## src/rtl/cordic_rr_sequencer.sv

```systemverilog
// Two-requester round-robin front end sharing one iterative CORDIC sin/cos engine.
// Latency ITER+2 cycles accept-to-valid (1 on out-of-range angle); result held until out_ready, no accept until drained.
module cordic_rr_sequencer #(
    parameter int          ITER  = 14,
    parameter logic [15:0] KINIT = 16'h26DD
) (
    input  logic        clk,
    input  logic        rst_n,
    input  logic        req0_valid,
    input  logic [17:0] req0_theta,
    output logic        req0_ready,
    input  logic        req1_valid,
    input  logic [17:0] req1_theta,
    output logic        req1_ready,
    output logic [17:0] pre_theta,
    input  logic [12:0] pre_phi,
    input  logic        pre_d0,
    input  logic        pre_d1,
    input  logic        pre_q0,
    input  logic        pre_q1,
    output logic        out_valid,
    input  logic        out_ready,
    output logic        out_id,
    output logic [15:0] out_cos,
    output logic [15:0] out_sin,
    output logic        out_err,
    output logic        busy
);

    typedef enum logic [2:0] {IDLE, REDUCE, ITERATE, POST, DONE} state_t;

    localparam logic [17:0] THETA_MAX = 18'h1921F;

    state_t             state;
    logic               rr;
    logic               id_q;
    logic [17:0]        theta_q;
    logic [1:0]         quad_q;
    logic [3:0]         iter;
    logic signed [17:0] x, y, z;

    logic               grant0, grant1;
    logic [17:0]        phi_ext;
    logic [17:0]        a_rebuilt;
    logic signed [17:0] x_sh, y_sh, at;
    logic signed [17:0] x_nxt, y_nxt, z_nxt;
    logic signed [17:0] c_raw, s_raw;

    function automatic logic signed [17:0] atan_lut(input logic [3:0] k);
        case (k)
            4'd0:    return 18'sd12868;
            4'd1:    return 18'sd7596;
            4'd2:    return 18'sd4014;
            4'd3:    return 18'sd2037;
            4'd4:    return 18'sd1023;
            4'd5:    return 18'sd512;
            4'd6:    return 18'sd256;
            4'd7:    return 18'sd128;
            4'd8:    return 18'sd64;
            4'd9:    return 18'sd32;
            4'd10:   return 18'sd16;
            4'd11:   return 18'sd8;
            4'd12:   return 18'sd4;
            4'd13:   return 18'sd2;
            default: return 18'sd1;
        endcase
    endfunction

    function automatic logic [15:0] sat_q14(input logic signed [17:0] v);
        if (v > 18'sd16384)
            return 16'h4000;
        else if (v < -18'sd16384)
            return 16'hC000;
        else
            return v[15:0];
    endfunction

    // rr names the requester that wins when both are asking
    assign grant0     = req0_valid & (~req1_valid | ~rr);
    assign grant1     = req1_valid & (~req0_valid | rr);
    assign req0_ready = (state == IDLE) & grant0;
    assign req1_ready = (state == IDLE) & grant1;
    assign pre_theta  = theta_q;
    assign busy       = (state != IDLE);

    always_comb begin
        phi_ext = {5'd0, pre_phi};
        case ({pre_d1, pre_d0})
            2'b00:   a_rebuilt = phi_ext;
            2'b01:   a_rebuilt = 18'h3243 - phi_ext;
            2'b10:   a_rebuilt = 18'h3243 + phi_ext;
            default: a_rebuilt = 18'h6487 - phi_ext;
        endcase
    end

    always_comb begin
        x_sh = x >>> iter;
        y_sh = y >>> iter;
        at   = atan_lut(iter);
        if (!z[17]) begin
            x_nxt = x - y_sh;
            y_nxt = y + x_sh;
            z_nxt = z - at;
        end else begin
            x_nxt = x + y_sh;
            y_nxt = y - x_sh;
            z_nxt = z + at;
        end
    end

    always_comb begin
        case (quad_q)
            2'd0:    begin c_raw = x;  s_raw = y;  end
            2'd1:    begin c_raw = -y; s_raw = x;  end
            2'd2:    begin c_raw = -x; s_raw = -y; end
            default: begin c_raw = y;  s_raw = -x; end
        endcase
    end

    always_ff @(posedge clk or negedge rst_n) begin
        if (!rst_n) begin
            state     <= IDLE;
            rr        <= 1'b0;
            id_q      <= 1'b0;
            theta_q   <= '0;
            quad_q    <= '0;
            iter      <= '0;
            x         <= '0;
            y         <= '0;
            z         <= '0;
            out_valid <= 1'b0;
            out_id    <= 1'b0;
            out_cos   <= '0;
            out_sin   <= '0;
            out_err   <= 1'b0;
        end else begin
            case (state)
                IDLE: begin
                    if (grant0 | grant1) begin
                        theta_q <= grant0 ? req0_theta : req1_theta;
                        id_q    <= grant1;
                        rr      <= grant0;
                        state   <= REDUCE;
                    end
                end
                REDUCE: begin
                    quad_q <= {pre_q1, pre_q0};
                    x      <= $signed({2'b00, KINIT});
                    y      <= '0;
                    z      <= $signed(a_rebuilt);
                    iter   <= '0;
                    if (theta_q > THETA_MAX) begin
                        out_err   <= 1'b1;
                        out_cos   <= '0;
                        out_sin   <= '0;
                        out_id    <= id_q;
                        out_valid <= 1'b1;
                        state     <= DONE;
                    end else begin
                        state <= ITERATE;
                    end
                end
                ITERATE: begin
                    x    <= x_nxt;
                    y    <= y_nxt;
                    z    <= z_nxt;
                    iter <= iter + 4'd1;
                    if (iter == 4'(ITER - 1))
                        state <= POST;
                end
                POST: begin
                    out_cos   <= sat_q14(c_raw);
                    out_sin   <= sat_q14(s_raw);
                    out_id    <= id_q;
                    out_err   <= 1'b0;
                    out_valid <= 1'b1;
                    state     <= DONE;
                end
                DONE: begin
                    if (out_ready) begin
                        out_valid <= 1'b0;
                        state     <= IDLE;
                    end
                end
                default: state <= IDLE;
            endcase
        end
    end

endmodule

```

## config.mk

```make
export PLATFORM = sky130hd
export DESIGN_NAME = cordic_rr_sequencer
export DESIGN_NICKNAME = d
export VERILOG_FILES = /design/src/rtl/cordic_rr_sequencer.sv
export SDC_FILE = /design/constraint.sdc
export NUM_CORES = 1
export LEC_CHECK = 0
export ABC_AREA = 0
export BUFFER_PORTS_ARGS = -buffer_cell sky130_fd_sc_hd__buf_2
export CELL_PAD_IN_SITES_DETAIL_PLACEMENT = 0
export CELL_PAD_IN_SITES_GLOBAL_PLACEMENT = 2
export CORE_MARGIN = 1
export CORE_UTILIZATION = 40
export DETAILED_ROUTE_END_ITERATION = 16
export PLACE_DENSITY_LB_ADDON = 0.1
export SYNTH_ARGS = -nofsm -noshare
export SYNTH_HDL_FRONTEND = slang
export SYNTH_SLANG_ARGS = --single-unit
export TNS_END_PERCENT = 20
```

## constraint.sdc

```tcl
create_clock -name clk -period 7.3 [get_ports clk]
set_clock_uncertainty 0.1 [all_clocks]
set_input_delay 1.825 -clock clk [delete_from_list [all_inputs] [get_ports clk]]
set_output_delay 1.825 -clock clk [all_outputs]
set_load 0.005 [all_outputs]
```

==> results of run 1 <==
-- final timing paths --
| path | end | cells past startpoint | from |
|---|---|---|---|
| max reg2reg | x[17] | 15 | iter[1] |
| min in group asynchronous | pre_theta[2] | 1 | rst_n |
| max | x[17] | 15 | iter[1] |
| max in group asynchronous | iter[3] | 2 | rst_n |
| min | out_cos[9] | 2 | out_cos[9] |
| min reg2reg | out_cos[9] | 2 | out_cos[9] |
-- final cells by class --
cell class	count	area (um^2)	area share (%)
sequential	118	2957	21.17
clock inverter	11	123.9	0.8868
multi-input combinational	1263	9026	64.62
timing repair buffer	132	710.7	5.088
tap	396	495.5	3.547
inverter	52	195.2	1.397
clock buffer	21	460.4	3.296
-- kinds of logic (layout without fill, tap and decap cells) --
kind of cell | Yosys count | count (layout) | synth area share (%)
AOI/OAI and AO/OA | 483 | 483 | 25.00
adders and majority gates | 72 | 72 | 7.273
and+or+nand+nor | 483 | 483 | 18.18
muxes | 121 | 121 | 13.34
xor gates and xnor gates | 104 | 104 | 7.175
DFF | 118 | 118 | 23.26
buffers and inverters | 175 | 216 | 5.765
-- metal layers --
layer	global-route usage [%]	vias to the layer above
li1	-	5818
met4	5.470	0
met5	0	-
met3	3.759	48
met1	35.50	5817
met2	40.25	308
-- layout by cell type, fill, tap and decap left out, types with 18 or more instances in the layout --
master / instances
xnor2_1: 54
nand3_1: 25
nand2_1: 157
xor2_1: 50
a22o_1: 20
nor2_1: 127
a21oi_1: 119
buf_2: 112
a21o_1: 18
nand2b_1: 23
a31oi_1: 25
nor3_1: 43
o211ai_1: 18
mux2i_1: 68
inv_1: 50
mux4_2: 33
o21ai_0: 125
dfrtp_1: 115
ha_1: 69
buf_4: 20
-- worst max-delay path, stage by stage, from the launching register on --
cell and delay (ns):
dfrtp_2 0.86, buf_4 0.48, mux2_2 0.41, mux2i_1 0.15, o221ai_1 0.20, or4b_2 0.77, nor2b_1 0.26, nor2_1 0.08
xor2_1 0.17, ha_1 0.33, a21o_1 0.22, a2111oi_0 0.57, o31ai_1 0.23, o41ai_1 0.37, xnor2_1 0.16, o21ai_0 0.08
-- registers in the layout, summed over array words and instances (netlist names) --
name,flops
out_sin,16
rr,1
out_valid,1
state,3
out_err,1
iter,4
out_cos,16
pre_theta,18
id_q,1
x,18
z,18
y,18
quad_q,2
out_id,1
-- per-stage QoR --
| stage | setup WS [ns] | util (%) |
|---|---|---|
| floorplan | 2.253 | - |
| global route | 1.258 | 45.19 |
| finish | 1.724 | 45.19 |
| global placement | 1.883 | 43.30 |
| detailed placement | 1.774 | 43.30 |
| CTS | 1.726 | 45.19 |
==> results_dict.tcl, run 1 <==
set metrics [dict create \
    wire_per_inst_um 20.15 \
    rsz0062_at_grt "no" \
    wl_met1_um 19710 \
    synth_most_common_cell "nand2_1" \
    period_needed_ns 5.576 \
    root_buffer "clkbuf_16" \
    hold_slack_ns 0.3724 \
    htreeDepth 4 \
    grt_pass1_wl_um 64520 \
    viasPerCell 6.017 \
    initial_core_util_pct 41.07 \
    core_area_um2 30910 \
    hold_viol 0 \
    dr.pass1.iters 5 \
    stdcell_area_um2 13970 \
    rows 64 \
    synthCells 1556 \
    ys_seq_area_share_pct 23.26 \
    ys_dominant_reg_cell "dfrtp_1" \
    end_kind "register" \
    routed_wl_um 40170 \
    wl_met3_um 1797 \
    num_io_pins 114 \
    final_cells 1993 \
    cp.required_ns 7.50 \
    drive_gt1_share_pct 15.97 \
    numPortBuffers 113 \
    tightest_slew_ns 0.9051 \
    critPathMaxFanout 31 \
    synth.top_cell.area_share_pct 23.26 \
    syn-num-nets 1686 \
    hold_buffers 0 \
    n_fill_cell 3142 \
    netlist_area_um2 12700 \
    insertion_delay_ns 0.44 \
    cts_setup_buffers 0 \
    maxCapViolations 0 \
    place_area_um2 13380 \
    reg2reg_slack_ns 1.72 \
    worstSetupPathType "register to register" \
    min_path_type "register to register" \
    dp.cells 1961 \
    synthToLayoutAreaGrowth_pct 10.02 \
    grt_overflow 0 \
    vias 11991 \
    dieWidth_um 180.2 \
    clkSinkCount 118 \
    avgSynthCellArea_um2 8.159 \
    cts_buffer_depth 2 \
    layout.nets 1714 \
    yosysTopAreaCell "dfrtp_1" \
    track_usage_pct 25.06 \
    fp.dieArea_um2 32460 \
    max_freq_mhz 179.3 \
    synth_edf_count 0 \
    detail-route-antenna-nets 0 \
    cts_resized 0 \
    dp_hpwl_um 29300 \
    synthTopCellsByCount "nand2_1 (158), nor2_1 (129), o21ai_0 (125), a21oi_1 (119), dfrtp_1 (118)" \
    drc 0 \
    antenna_cells 0 \
    finalCritPeriodShare_pct 76.38 \
    yosysUniqueCellTypes 91 \
    met2_length_um 18150 \
    slew_headroom_pct 39.52 \
    grt_pass1_vias 11435 \
    synth-seq-cells 118 \
    setup_viol_count_final 0 \
    slew_violations 0 \
    grt_max_degree 53 \
    synthArstFlopShare_pct 100.0 \
    status "complete, no violations" \
    die_h_um 180.2 \
    synthTopCellsByArea "dfrtp_1 (23%), ha_1 (6.8%), mux4_2 (5.9%), mux2i_1 (5.4%), o21ai_0 (4.9%)" \
    cp-start-kind "register" \
    place_congestion 0.8505 \
    arrival_ns 5.78 \
    finalSetupTns_ns 0 \
    drt_iter0_markers 954 \
    path_clk_slew_ns 0.06 \
    top_layer "met4" \
    cts_tree "done" \
    yosys_warnings 0 \
    cts_made_buffers 17 \
    grt_antenna_before_repair 0 \
]
Power of run 1 is left out: the tool's default activity adds up to more than one toggle a clock period on the data nets, which glitch-free logic cannot reach.
==> run 2, diff against run 1 <==
- CORE_UTILIZATION: 40 -> 34
- clock period: 7.3 -> 4.5 ns (I/O delays scaled with it)
==> run 2 against run 1 <==
The flow now finishes with violations (setup timing). Die area increased by 17%. Clock-buffer cell count decreased by 3. Cell count increased by 16%. Setup slack got worse by 1.8 ns.
==> results_dict.tcl, run 2 (synthesis gave the netlist of run 1 again) <==
set metrics [dict create \
    status "finished, violations left" \
    violations "setup timing" \
    setup_viol_count_final 2 \
    grt_antenna_before_repair 0 \
    path_cells "buf_4, mux4_2, mux2_4, nand2b_1, o32a_1, nor2_2, buf_4, a31oi_1, xnor2_1, ha_1, and3_1, and3_1, a21oi_2, a311oi_2, a41o_1, or4_4, a31oi_4, xnor2_1, o21ai_0" \
    min-delay-start "out_cos[11]" \
    dr.pass1.iters 7 \
    cts_made_buffers 17 \
    num_io_pins 114 \
    final_cells 2308 \
    slew_violations 0 \
    vias 12907 \
    period_needed_ns 4.550 \
    max_stage_delay_ns 0.53 \
    hold_viol 0 \
    htreeDepth 4 \
    arrival_ns 4.74 \
    cts_buffer_depth 2 \
    drc 0 \
    stdcell_area_um2 16110 \
    grtUsageMet1_pct 34.73 \
    core_area_um2 36700 \
    tightest_slew_ns 1.028 \
    detail-route-antenna-nets 0 \
    synthToLayoutAreaGrowth_pct 26.91 \
    fp.dieArea_um2 38120 \
    place_area_um2 15270 \
    path_buf_inv 2 \
    final_cell_mix "buf_4 (259), nand2_1 (157), nor2_1 (123)" \
    critPathMaxFanout 5 \
    max_freq_mhz 219.8 \
    initial_core_util_pct 34.60 \
    slew_headroom_pct 31.48 \
    post-place-ws_ns -0.5175 \
    wire_per_inst_um 19.82 \
    grt.met3_usage_pct 3.282 \
    die_h_um 195.2 \
    routed_wl_um 45750 \
    dieWidth_um 195.2 \
    cts_tree "done" \
    viasPerCell 5.592 \
    cp-start-kind "register" \
    antenna_cells 0 \
    drive_gt1_share_pct 29.51 \
    worst-r2r-cell-count 19 \
    end_kind "register" \
    place_congestion 0.9049 \
    numPortBuffers 113 \
    finalCritPeriodShare_pct 101.1 \
    worst_path_max_delay_cell "mux4_2" \
    timing.rr.end "y[17]" \
    dp_hpwl_um 34710 \
    cp.required_ns 4.69 \
    grt_pass1_wl_um 72220 \
    path_clk_slew_ns 0.07 \
    maxCapViolations 0 \
    r2r_start "iter[1]" \
    whs_path_depth 2 \
    worstSetupPathType "register to register" \
    rsz0062_at_grt "yes" \
    fin_ws_ns -0.04956 \
    met2_usage_pct 38.47 \
    busiest_layer "met2" \
    reg2reg_slack_ns -0.05 \
    drt_iter0_markers 861 \
    fin_util_pct 43.91 \
    cp_top_family "simple AND/OR/NAND/NOR gates" \
    root_buffer "clkbuf_16" \
    clkSinkCount 118 \
    layout.nets 1957 \
    rows 70 \
    dp.cells 2266 \
    grt_max_degree 98 \
    layout_commonest_cell "buf_4" \
    min_path_type "register to register" \
    track_usage_pct 24.25 \
    insertion_delay_ns 0.45 \
    min_to "out_cos[11]" \
    grt_overflow 0 \
    grt_pass1_vias 12729 \
]
[run 2: worst register-to-register path, stage by stage (launching register included)]
cell and delay [ns]:
dfrtp_2 0.42, buf_4 0.13, mux4_2 0.53, mux2_4 0.31
nand2b_1 0.15, o32a_1 0.20, nor2_2 0.14, buf_4 0.11
a31oi_1 0.08, xnor2_1 0.18, ha_1 0.31, and3_1 0.19
and3_1 0.19, a21oi_2 0.19, a311oi_2 0.14, a41o_1 0.23
or4_4 0.43, a31oi_4 0.17, xnor2_1 0.12, o21ai_0 0.08
[run 2: worst max-delay path by stage]
| stage | start | end | cells past startpoint |
|---|---|---|---|
| after floorplan | iter[1] | y[17] | 19 |
| after global placement | iter[1] | x[14] | 16 |
| after detailed placement | iter[1] | x[14] | 16 |
| after CTS | iter[1] | x[17] | 17 |
| after global routing | iter[1] | y[17] | 19 |
| final | iter[1] | y[17] | 19 |
[run 2: metrics by stage]
stage               TNS [ns]  hold slack [ns]
CTS                        0           0.3770
finish              -0.06136           0.3695
detailed placement    -1.357           0.3622
global route          -1.801           0.4032
global placement      -1.071           0.3575
floorplan           -0.04266           0.3458
[run 2: repair_timing]
| action | CTS | global route |
|---|---|---|
| pin swaps | 15 | 23 |
| resized for setup | 29 | 33 |
| endpoints found under the setup margin | 12 | 18 |
| setup buffers | 9 | 2 |
| hold buffers | 0 | 0 |
[run 2: metal layers]
metal,wire (um),vias up
met3,1938,40
met5,0,-
met1,22580,6246
met2,20670,329
li1,-,6292
met4,567,0
[run 2: cell type report]
| class | count | area, um^2 |
|---|---|---|
| clock buffer | 18 | 439.2 |
| tap | 468 | 585.6 |
| clock inverter | 14 | 137.6 |
| inverter | 52 | 198.9 |
| multi-input combinational | 1263 | 9226 |
| fill | 3714 | 20580 |
| timing repair buffer | 375 | 2567 |
| sequential | 118 | 2958 |
Power of run 2 is left out for the same reason.
